File: src/rtl/spi_sclk_gen.sv
// spi_sclk_gen
//
// Purpose: SPI master serial-clock generator. Divides clk down to SCLK and
// issues one-cycle sample_edge / shift_edge strobes that line up with the
// registered sclk transitions. A transfer is framed by a programmable lead
// delay before the first SCLK edge and a trail delay after the last one.
// busy qualifies the downstream word counter and shift register.
//
// Ports:
//   clk          system clock, all logic on posedge
//   rst          synchronous, active-high reset
//   en           level: high keeps SCLK running, low ends after the current period
//   div          SCLK half-period in clk cycles (0 behaves as 1), latched at start
//   cpol         SCLK idle level, latched at start
//   cpha         0: sample on leading edge, 1: sample on trailing edge; latched at start
//   hold         (SCLK_STRETCH_EN only) stalls the next leading SCLK edge
//   sclk         registered SPI clock
//   sample_edge  one-cycle pulse in the cycle sclk shows a sampling edge
//   shift_edge   one-cycle pulse in the cycle sclk shows a shifting edge
//   busy         high while in LEAD, RUN or TRAIL
//
// Build option: define SCLK_STRETCH_EN to add the hold input (clock
// stretching ahead of leading edges, used to ride out TX data underrun).
//
// state | meaning
// ------+-------------------------------------------------------------
// IDLE  | sclk follows cpol, counters cleared, waiting for en
// LEAD  | counting LEAD_HP half-periods before the first SCLK edge
// RUN   | every half-period tick toggles sclk and fires one strobe
// TRAIL | sclk parked at cpol_l for TRAIL_HP half-periods, then IDLE

module spi_sclk_gen #(
    parameter int DIV_W    = 8,
    parameter int LEAD_HP  = 1,
    parameter int TRAIL_HP = 1
) (
    input  logic             clk,
    input  logic             rst,
    input  logic             en,
    input  logic [DIV_W-1:0] div,
    input  logic             cpol,
    input  logic             cpha,
`ifdef SCLK_STRETCH_EN
    input  logic             hold,
`endif
    output logic             sclk,
    output logic             sample_edge,
    output logic             shift_edge,
    output logic             busy
);

    typedef enum logic [1:0] {
        IDLE  = 2'd0,
        LEAD  = 2'd1,
        RUN   = 2'd2,
        TRAIL = 2'd3
    } stateT;

    localparam logic [DIV_W-1:0] ONE        = DIV_W'(1);
    localparam logic [3:0]       LEAD_LAST  = 4'(LEAD_HP - 1);
    localparam logic [3:0]       TRAIL_LAST = 4'(TRAIL_HP - 1);
    // A zero-length lead or trail skips that state entirely so the first
    // edge still lands div_l cycles after start and busy drops right after
    // the last trailing edge.
    localparam bit               LEAD_SKIP  = (LEAD_HP == 0);
    localparam bit               TRAIL_SKIP = (TRAIL_HP == 0);

    stateT            state;
    stateT            stateNext;
    logic [DIV_W-1:0] divCnt;
    logic [DIV_W-1:0] divCntNext;
    logic [3:0]       hpCnt;
    logic [3:0]       hpCntNext;
    logic [DIV_W-1:0] divL;
    logic [DIV_W-1:0] divLNext;
    logic             cpolL;
    logic             cpolLNext;
    logic             cphaL;
    logic             cphaLNext;
    logic             sclkNext;
    logic             sampleNext;
    logic             shiftNext;

    logic [DIV_W-1:0] divLast;
    logic             atLast;
    logic             nextIsLeading;
    logic             holdReq;
    logic             stall;
    logic             tick;

`ifdef SCLK_STRETCH_EN
    assign holdReq = hold;
`else
    assign holdReq = 1'b0;
`endif

    assign divLast       = divL - ONE;
    assign atLast        = (divCnt == divLast);
    // sclk at its idle level means the next toggle leaves cpol_l: leading edge.
    assign nextIsLeading = (sclk == cpolL);
    // Only a pending leading edge may be stretched; the count parks at its
    // last value so the edge fires on the first cycle hold is released.
    assign stall         = (state == RUN) && nextIsLeading && holdReq;
    assign tick          = (state != IDLE) && atLast && !stall;
    assign busy          = (state != IDLE);

    always_ff @(posedge clk) begin
        if (rst) begin
            state       <= IDLE;
            divCnt      <= '0;
            hpCnt       <= '0;
            divL        <= ONE;
            cpolL       <= 1'b0;
            cphaL       <= 1'b0;
            sclk        <= 1'b0;
            sample_edge <= 1'b0;
            shift_edge  <= 1'b0;
        end else begin
            state       <= stateNext;
            divCnt      <= divCntNext;
            hpCnt       <= hpCntNext;
            divL        <= divLNext;
            cpolL       <= cpolLNext;
            cphaL       <= cphaLNext;
            sclk        <= sclkNext;
            sample_edge <= sampleNext;
            shift_edge  <= shiftNext;
        end
    end

    always_comb begin
        stateNext  = state;
        divCntNext = divCnt;
        hpCntNext  = hpCnt;
        divLNext   = divL;
        cpolLNext  = cpolL;
        cphaLNext  = cphaL;
        sclkNext   = sclk;
        sampleNext = 1'b0;
        shiftNext  = 1'b0;

        // Divider runs continuously across LEAD/RUN/TRAIL so half-periods
        // stay aligned through state changes.
        if (tick) begin
            divCntNext = '0;
        end else if (!atLast) begin
            divCntNext = divCnt + ONE;
        end

        unique case (state)
            IDLE: begin
                divCntNext = '0;
                hpCntNext  = '0;
                sclkNext   = cpol;
                if (en) begin
                    divLNext  = (div == '0) ? ONE : div;
                    cpolLNext = cpol;
                    cphaLNext = cpha;
                    stateNext = LEAD_SKIP ? RUN : LEAD;
                end
            end

            LEAD: begin
                sclkNext = cpolL;
                if (tick) begin
                    if (hpCnt == LEAD_LAST) begin
                        hpCntNext = '0;
                        stateNext = RUN;
                    end else begin
                        hpCntNext = hpCnt + 4'd1;
                    end
                end
            end

            RUN: begin
                if (tick) begin
                    sclkNext = ~sclk;
                    if (nextIsLeading) begin
                        sampleNext = ~cphaL;
                        shiftNext  = cphaL;
                    end else begin
                        sampleNext = cphaL;
                        shiftNext  = ~cphaL;
                        // en only matters at a trailing edge, so every
                        // period that started also finishes.
                        if (!en) begin
                            hpCntNext = '0;
                            stateNext = TRAIL_SKIP ? IDLE : TRAIL;
                        end
                    end
                end
            end

            TRAIL: begin
                sclkNext = cpolL;
                if (tick) begin
                    if (hpCnt == TRAIL_LAST) begin
                        hpCntNext = '0;
                        stateNext = IDLE;
                    end else begin
                        hpCntNext = hpCnt + 4'd1;
                    end
                end
            end

            default: begin
                stateNext = IDLE;
            end
        endcase
    end

endmodule

File: config.mk
export PLATFORM = sky130hd
export DESIGN_NAME = spi_sclk_gen
export DESIGN_NICKNAME = d
export VERILOG_FILES = /design/src/rtl/spi_sclk_gen.sv
export SDC_FILE = /design/constraint.sdc
export NUM_CORES = 1
export LEC_CHECK = 0
export CORE_MARGIN = 5
export CORE_UTILIZATION = 40
export CTS_CLUSTER_SIZE = 28
export DETAILED_ROUTE_END_ITERATION = 16
export SLEW_MARGIN = 40
export SYNTH_ARGS = -nofsm -noshare
export SYNTH_HDL_FRONTEND = slang
export SYNTH_SLANG_ARGS = --single-unit
File: constraint.sdc
create_clock -name clk -period 3.6 [get_ports clk]
set_input_delay 0.54 -clock clk [delete_from_list [all_inputs] [get_ports clk]]
set_output_delay 0.54 -clock clk [all_outputs]
set_load 0.02 [all_outputs]
==> Word-level counts from Yosys, hierarchy flattened <==
Cells that the tools add are included.
{ "totals": {"regBits": 27, "in_bits": 13, "out_inout_bits": 4, "elab_cells": 61} }
{ "classes": {"add_sub_neg": 3, "n_eq_ne": 14, "n_mux": 20, "n_bitwise": 4, "n_reduce_logical": 11} }
{ "op_table": {"columns": ["operator", "count"], "rows": [
  ["two-way mux 4 bit", 5],
  ["two-way mux 2 bit", 8],
  ["inequality test 2 bit (second input constant)", 8],
  ["one-hot mux 4 bit (3 select lines)", 1],
  ["adder 8 x 1 -> 8 bit (second input constant)", 1],
  ["== test 8 bit", 1],
  ["logical NOT 8 bit", 1],
  ["two-way mux 8 bit", 1],
  ["one-hot mux 2 bit (4 select lines)", 1],
  ["AND reduction 8 bit", 1],
  ["subtractor 8 x 1 -> 8 bit (second input constant)", 1],
  ["OR reduction 3 bit", 2],
  ["adder 4 x 1 -> 4 bit (second input constant)", 1],
  ["== test 2 bit (second input constant)", 2],
  ["logical NOT 4 bit", 1],
  ["inverter 1 bit", 4],
  ["AND reduction 4 bit", 1],
  ["two-way mux 1 bit", 3],
  ["one-hot mux 1 bit (3 select lines)", 1],
  ["== test 2 x 1 -> 1 bit (second input constant)", 1],
  ["logical NOT 2 bit", 1],
  ["inequality test 2 x 1 -> 1 bit (second input constant)", 1],
  ["AND reduction 2 bit", 1],
  ["nonzero test 2 bit", 1],
  ["other kinds (3)", 3]
]} }

==> Longest topological paths before layout <==
Gate-level depths: netlist of run 1.
{ "depth": {"word_depth": 5, "depth_mapped": 12} }

==> Least setup slack after synthesis of run 1 <==
Ideal clock, no wire load.
{ "synth_path": {"path_kind": "register to register", "start": "register divL[0]", "end": "register state[0]", "setup_ns": 0.086, "arrival_ns": 2.501, "required_time_ns": 3.514, "path_slack_ns": 1.012, "stages_incl_launch_ff": 12, "path_buffers": 2, "path_cell_list": "dfxtp_1 buf_6 inv_1 ha_1 buf_6 nor2b_4 or3_1 a31o_1 or4_4 nor2_8 a32oi_2 a221oi_2"} }
{ "synth_between": {"elab_chain_len": 5, "elab_cells_between_ends": 7, "cone_classes": "add/sub (1); eq/ne (4); reduce/logical (2)"} }
{ "synth_rtl": {"columns": ["element", "line_no", "text"], "rows": [
  ["start, declared", "74", "logic [DIV_W-1:0] divL;"],
  ["start signal, assigned", "122", "divL <= divLNext;"],
  ["subtractor 8 x 1 -> 8 bit *", "97", "assign divLast = divL - ONE;"],
  ["== test 8 bit *", "98", "assign atLast = (divCnt == divLast);"],
  ["logical AND 1 bit *", "104", "assign tick = (state != IDLE) && atLast && !stall;"],
  ["inequality test 2 bit (no source line)", null, null],
  ["AND reduction 8 bit (no source line) *", null, null],
  ["end signal, assigned", "119", "state <= stateNext;"],
  ["end, declared", "68", "stateT state;"]
]} }
Every way passes the cells marked *; elsewhere a longest branch is shown, timed or not.
A chain may end at the register's enable or synchronous reset.

==> Worst setup path after layout of run 1 <==
Same ends and word-level chain as after synthesis.

==> flow_summary.yaml, run 1 <==
synth:
  yosysMostFrequentCell: "dfxtp_1"
  syn_area_mm2: 0.00158
  synth-edff-count: 0
  netlist_top_cells_count: "dfxtp_1 (27), nand2_1 (21), a21oi_1 (16), nor2_1 (16), xor2_1 (9)"
  syn_nets: 209
  syn-mean-instance-area_um2: 8.39
  ys.warnings.count: 0
  synth_top_area_cell: "dfxtp_1"
  synth_cell_type_count: 46
  synth_top_area_frac: 0.343
  yosysSeqAreaShare: 0.343
  synth_area_leaders: "dfxtp_1 (34%), ha_1 (6.3%), a21oi_1 (5.1%), nand2_1 (5.0%), xor2_1 (5.0%)"
  ys.flop_type: "dfxtp_1"
  yosys_register_bits: 27
  netlist_instances: 188
  synthArstFlopShare: 0
pwr:
  ir_drop_v: 0.000255
  p_leak_uw: 0.000671
  pwr_density_cell_mw_per_mm2: 589
floorplan:
  dieArea_mm2: 0.00530
  start_util: 0.421
  coreArea_mm2: 0.00374
  ioPinCount: 17
  die_h_um: 72.8
  die_w_um: 72.8
  rows: 22
min_path:
  min_from: "divL[7]$_SDFFE_PP0P_"
  min_to: "divL[7]$_SDFFE_PP0P_"
  hold_depth: 2
  min_path_type: "reg2reg"
setup_path:
  path_max_fanout: 8
  r2r_end: "state[0]$_SDFFE_PP0P_"
  worst-path-stages: 9
  crit_path_start_kind: "register"
  worst_path_max_delay_cell: "or4_4"
  cp-end-kind: "register"
  r2r_cells: 9
  worstPathRequired_ps: 3780
  arrival_ps: 2970
  crit_family: "simple AND/OR/NAND/NOR gates"
  r2r-start: "divL[0]$_SDFFE_PP1P_"
  path_class: "reg2reg"
  path_buf_inv: 1
  cpPeakStageDelay_ps: 570
  worstPathCellList: "inv_1 -> ha_1 -> nor2b_4 -> or3_1 -> a31o_1 -> or4_4 -> nor2_8 -> a32oi_2 -> a221oi_2"
  ff2ff_setup_slack_ps: 810
finish:
  seqCellArea_um2: 541
  fin_util: 0.480
  final_cells: 248
  drive_gt1_frac: 0.0650
  antenna_cells: 0
  nets: 222
  area_growth_pct: 13.9
  multi_input_area_um2: 961
  fillers: 369
timing:
  timing.final.max_slew_violations: 0
  hold_viol: 0
  layout_min_cycle_time_ps: 2790
  worstMarginPinSlew_ps: 759
  rsz0062_at_grt: "false"
  fin_ws_ps: 813
  tns_ps: 0
  worst_slew_margin_rel: 0.492
  finalClockSkew_ps: 6.39
  max_freq_ghz: 0.359
  setup_viol: 0
  fin_crit_sh: 0.774
drt:
  dr.pass1.iters: 4
  vias: 1324
  routedWlPerCell_um: 13.2
  drt-initial-drc-count: 63
  drc_errors: 0
  routed_wirelength_mm: 3.27
  via_per_inst: 5.34
  ant_nets: 0
run:
  cap_violations: 0
clock_network:
  clock_latency_ps: 270
  cts_resized: 0
  cts-root-buf: "clkbuf_8"
  cts_tree: "done"
  clk_pin_slew_ps: 90
  clock_path_buffers: 2
  post_cts_buffers: 0
  cts_sinks: 27
  h-tree-depth: 1
  cts_inserted_buffers: 3
  cts_hold_buffers: 0
global_route:
  grt_usage: 0.136
  grt_pass1_vias: 1300
  grt_antenna_before_repair: 0
  grt_pass1_wl_mm: 5.82
  grt_max_degree: 23
  grt_overflow_total: 0
placed_design:
  place_ws_ps: 819
  gp_congestion: 0.815
  portBuffers: 16
  dp_hpwl_mm: 2.58
  dpl.cell_count: 244
run_status:
  status: "complete, no violations"
registers in the layout, indices dropped and copies added (netlist names):
name	flops
divL	8
state	2
sclk	1
divCnt	8
shift_edge	1
cphaL	1
sample_edge	1
hpCnt	4
cpolL	1
layout by cell type, fill, tap and decap left out, types with 2 or more instances in the layout:
cell and count:
dfxtp_1 27, nand2_1 21, a21oi_1 16, nor2_1 16, clkdlybuf4s50_1 16, xor2_1 9
inv_1 8, xnor2_1 8, nand3_1 8, ha_1 8, nor3_1 5, o21ai_0 5
nand2b_1 5, nor4_1 4, nor2b_1 4, a21o_1 3, clkbuf_8 3, o21bai_1 2
a211oi_1 2, or3_1 2, a31oi_1 2, and3_1 2, o211ai_1 2
worst max-delay path by stage:
stage	endpoint	from	slack [ps]
2_1_floorplan	state[0]$_SDFFE_PP0P_	divL[0]$_SDFFE_PP1P_	1010
3_3_place_gp	state[0]$_SDFFE_PP0P_	divL[0]$_SDFFE_PP1P_	920
3_5_place_dp	state[0]$_SDFFE_PP0P_	divL[0]$_SDFFE_PP1P_	820
4_1_cts	state[0]$_SDFFE_PP0P_	divL[0]$_SDFFE_PP1P_	810
5_1_grt	state[0]$_SDFFE_PP0P_	divL[0]$_SDFFE_PP1P_	620
6_report	state[0]$_SDFFE_PP0P_	divL[0]$_SDFFE_PP1P_	810
metrics by stage:
step	total power (uW)	hold WS (ps)	instance area (um2)
finish	1060	491	1800
global route	1140	512	1800
CTS	1070	494	1800
detailed placement	892	480	1750
global placement	878	467	1750
floorplan	781	448	1580
worst min-delay path: stages (launching register included):
cell and delay (ps):
dfxtp_1 340, nand2_1 60, a21oi_1 50
power breakdown:
part	leakage, uW	switching, uW	internal [uW]	total (uW)
clock network	0.0000228	90.8	79.2	170
registers	0.000220	51.9	339	391
logic	0.000428	285	212	497
total	0.000671	427	630	1060
layer usage:
metal / track usage / wire length [um]
met1: 0.158 / 1410
met2: 0.245 / 1710
met3: 0.0317 / 119
met4: 0.0410 / 24
met5: 0 / 0
area by class of cell:
type / count / share of cell area
tap: 48 / 0.0334
multi-input combinational: 145 / 0.535
clock buffer: 4 / 0.0251
inverter: 8 / 0.0167
timing repair buffer: 16 / 0.0891
sequential: 27 / 0.301
cell families (layout without fill, tap and decap cells):
group / after synthesis / count (layout) / synth area share
fa+ha+maj: 8 / 8 / 0.0634
simple gates: 78 / 78 / 0.269
buf+inv: 16 / 28 / 0.0484
compound gates: 41 / 41 / 0.176
flops: 27 / 27 / 0.343
xor+xnor: 17 / 17 / 0.0944
mux: 1 / 1 / 0.00634
Note: power is estimated with default switching activity, not from simulation.
==> inputs of run 2 (changes only) <==
==> constraint.sdc (replaced) <==
create_clock -name clk -period 2.7 [get_ports clk]
set_input_delay 0.405 -clock clk [delete_from_list [all_inputs] [get_ports clk]]
set_output_delay 0.405 -clock clk [all_outputs]
set_load 0.02 [all_outputs]
==> run 2 against run 1 <==
Net effect: count of clock-buffer cells in the layout unchanged; routed wire length increased by 2.2%; cell area increased by 2.4%; clock power increased by 35%; first-iteration DRC count decreased by 3.2%; largest cell class unchanged; hold slack got worse by 1.0 ps; largest power group unchanged; die area unchanged; register-to-register slack got worse by 660 ps; sequential share of layout area decreased by 0.65 points; sequential cell count unchanged; cell count increased by 2.0%; via count increased by 1.7%; critical endpoint unchanged.
==> flow_summary.yaml, run 2 (synthesized netlist as in run 1, its figures left out) <==
floorplan:
  coreArea_mm2: 0.00374
  dieArea_mm2: 0.00530
  ioPinCount: 17
  rows: 22
  die_w_um: 72.8
  start_util: 0.421
  die_h_um: 72.8
finish:
  final_cell_mix: "dfxtp_1 (26), nand2_1 (21), a21oi_1 (16), nor2_1 (16), clkdlybuf4s50_1 (16)"
  antenna_cells: 0
  reg_top3: "divCnt (8), divL (8), hpCnt (4)"
  drive_gt1_frac: 0.0976
  nets: 227
  final_common_cell: "dfxtp_1"
  finalInstanceArea_mm2: 0.00184
  area_growth_pct: 16.7
clock_network:
  cts_inserted_buffers: 3
  cts_tree: "done"
  h-tree-depth: 1
  clock_latency_ps: 270
  cts-root-buf: "clkbuf_8"
  cts_hold_buffers: 0
  clock_path_buffers: 2
  cts_sinks: 27
  clk_pin_slew_ps: 90
placed_design:
  gp_congestion: 0.785
  dpl_cell_area_mm2: 0.00179
  dp_hpwl_mm: 2.59
  portBuffers: 16
drt:
  drc_errors: 0
  dr.pass1.iters: 4
  ant_nets: 0
  routedWlPerCell_um: 13.2
  routed_wirelength_mm: 3.34
  drt-initial-drc-count: 61
  via_per_inst: 5.32
  vias: 1347
global_route:
  grt_usage: 0.138
  grt_pass1_vias: 1344
  grt_pass1_wl_mm: 5.92
  grt_overflow_total: 0
  grt_antenna_before_repair: 0
  grt_max_degree: 23
setup_path:
  worstPathRequired_ps: 2890
  path_max_fanout: 7
  path_class: "reg2reg"
  cp-end-kind: "register"
  arrival_ps: 2740
  crit_path_start_kind: "register"
run:
  cap_violations: 0
run_status:
  status: "complete, no violations"
timing:
  rsz0062_at_grt: "false"
  tns_ps: 0
  layout_min_cycle_time_ps: 2550
  hold_viol: 0
  max_freq_ghz: 0.393
  setup_viol: 0
  finalClockSkew_ps: 1.36
  worst_slew_margin_rel: 0.653
  timing.final.max_slew_violations: 0
  fin_crit_sh: 0.943
  worstMarginPinSlew_ps: 515
pwr:
  pwr_density_cell_mw_per_mm2: 788
  ir_drop_v: 0.000344
  p_leak_uw: 0.000697
min_path:
  min_path_type: "reg2reg"
-- run 2: cell types whose count changed in the layout (fill, tap and decap cells not counted), sizes merged --
| cell | delta |
|---|---|
| buf | +5 |
-- run 2: area by class of cell --
| cell class | count | area, um2 |
|---|---|---|
| Sequential cell | 27 | 542 |
| Inverter | 8 | 30.0 |
| Multi-Input combinational cell | 145 | 966 |
| Tap cell | 48 | 60.1 |
| Clock buffer | 4 | 45.0 |
| Timing Repair Buffer | 21 | 198 |
| Fill cell | 369 | 1900 |
-- run 2: through the flow --
step / power [uW] / hold slack [ps] / std cells / util / setup slack [ps]
6_report: 1450 / 490 / 253 / 0.492 / 155
5_1_grt: 1570 / 501 / 253 / 0.492 / 30.0
4_1_cts: 1460 / 494 / 253 / 0.490 / 110
3_5_place_dp: 1220 / 481 / 249 / 0.478 / 137
3_3_place_gp: 1200 / 467 / 249 / 0.478 / 188
2_1_floorplan: 1040 / 448 / 188 / - / 112
-- run 2: path summary, 6_finish.rpt --
kind	from	end	slack, ps	depth (start not counted)
min reg2reg	cpolL$_SDFFE_PP0P_	cpolL$_SDFFE_PP0P_	490	2
min	cpolL$_SDFFE_PP0P_	cpolL$_SDFFE_PP0P_	490	2
max reg2reg	divL[1]$_SDFFE_PP0P_	state[0]$_SDFFE_PP0P_	150	9
max	divL[1]$_SDFFE_PP0P_	state[0]$_SDFFE_PP0P_	150	9
-- run 2: critical path, stage by stage (launching register included) --
cell and delay (ps):
dfxtp_2 380, inv_1 50, ha_1 190, nor2b_4 120, or3_1 340, a31o_1 220, or4_4 570, nor2_8 150
a32oi_2 150, a221oi_2 290
-- run 2: power by group --
| group | switching, uW | internal (uW) |
|---|---|---|
| logic | 390 | 314 |
| registers | 62.8 | 453 |
| clock network | 124 | 106 |
| total | 577 | 873 |
-- run 2: timing repair --
action / in CTS / in global routing
gates resized for setup: 0 / 2
setup endpoints to repair: 0 / 9
setup buffers: 0 / 0
hold endpoints to repair: 0 / 0
-- run 2: layer usage --
metal,track usage,vias to the layer above,wire (um)
met5,0,-,0
met4,0.0676,0,59
met3,0.0289,5,74
met2,0.245,14,1720
met1,0.154,647,1480
li1,-,681,-
==> inputs of run 3 (changes only) <==
==> constraint.sdc (replaced) <==
create_clock -name clk -period 2.7 [get_ports clk]
set_input_delay 0.405 -clock clk [delete_from_list [all_inputs] [get_ports clk]]
set_output_delay 0.405 -clock clk [all_outputs]
set_load 0.005 [all_outputs]
==> results of run 3 <==
The final DEF is identical to that of run 2. Status: complete, no violations.
Among the figures that moved: total power 1450 uW -> 1430 uW; worst IR drop on VDD 0.000344 V -> 0.000343 V
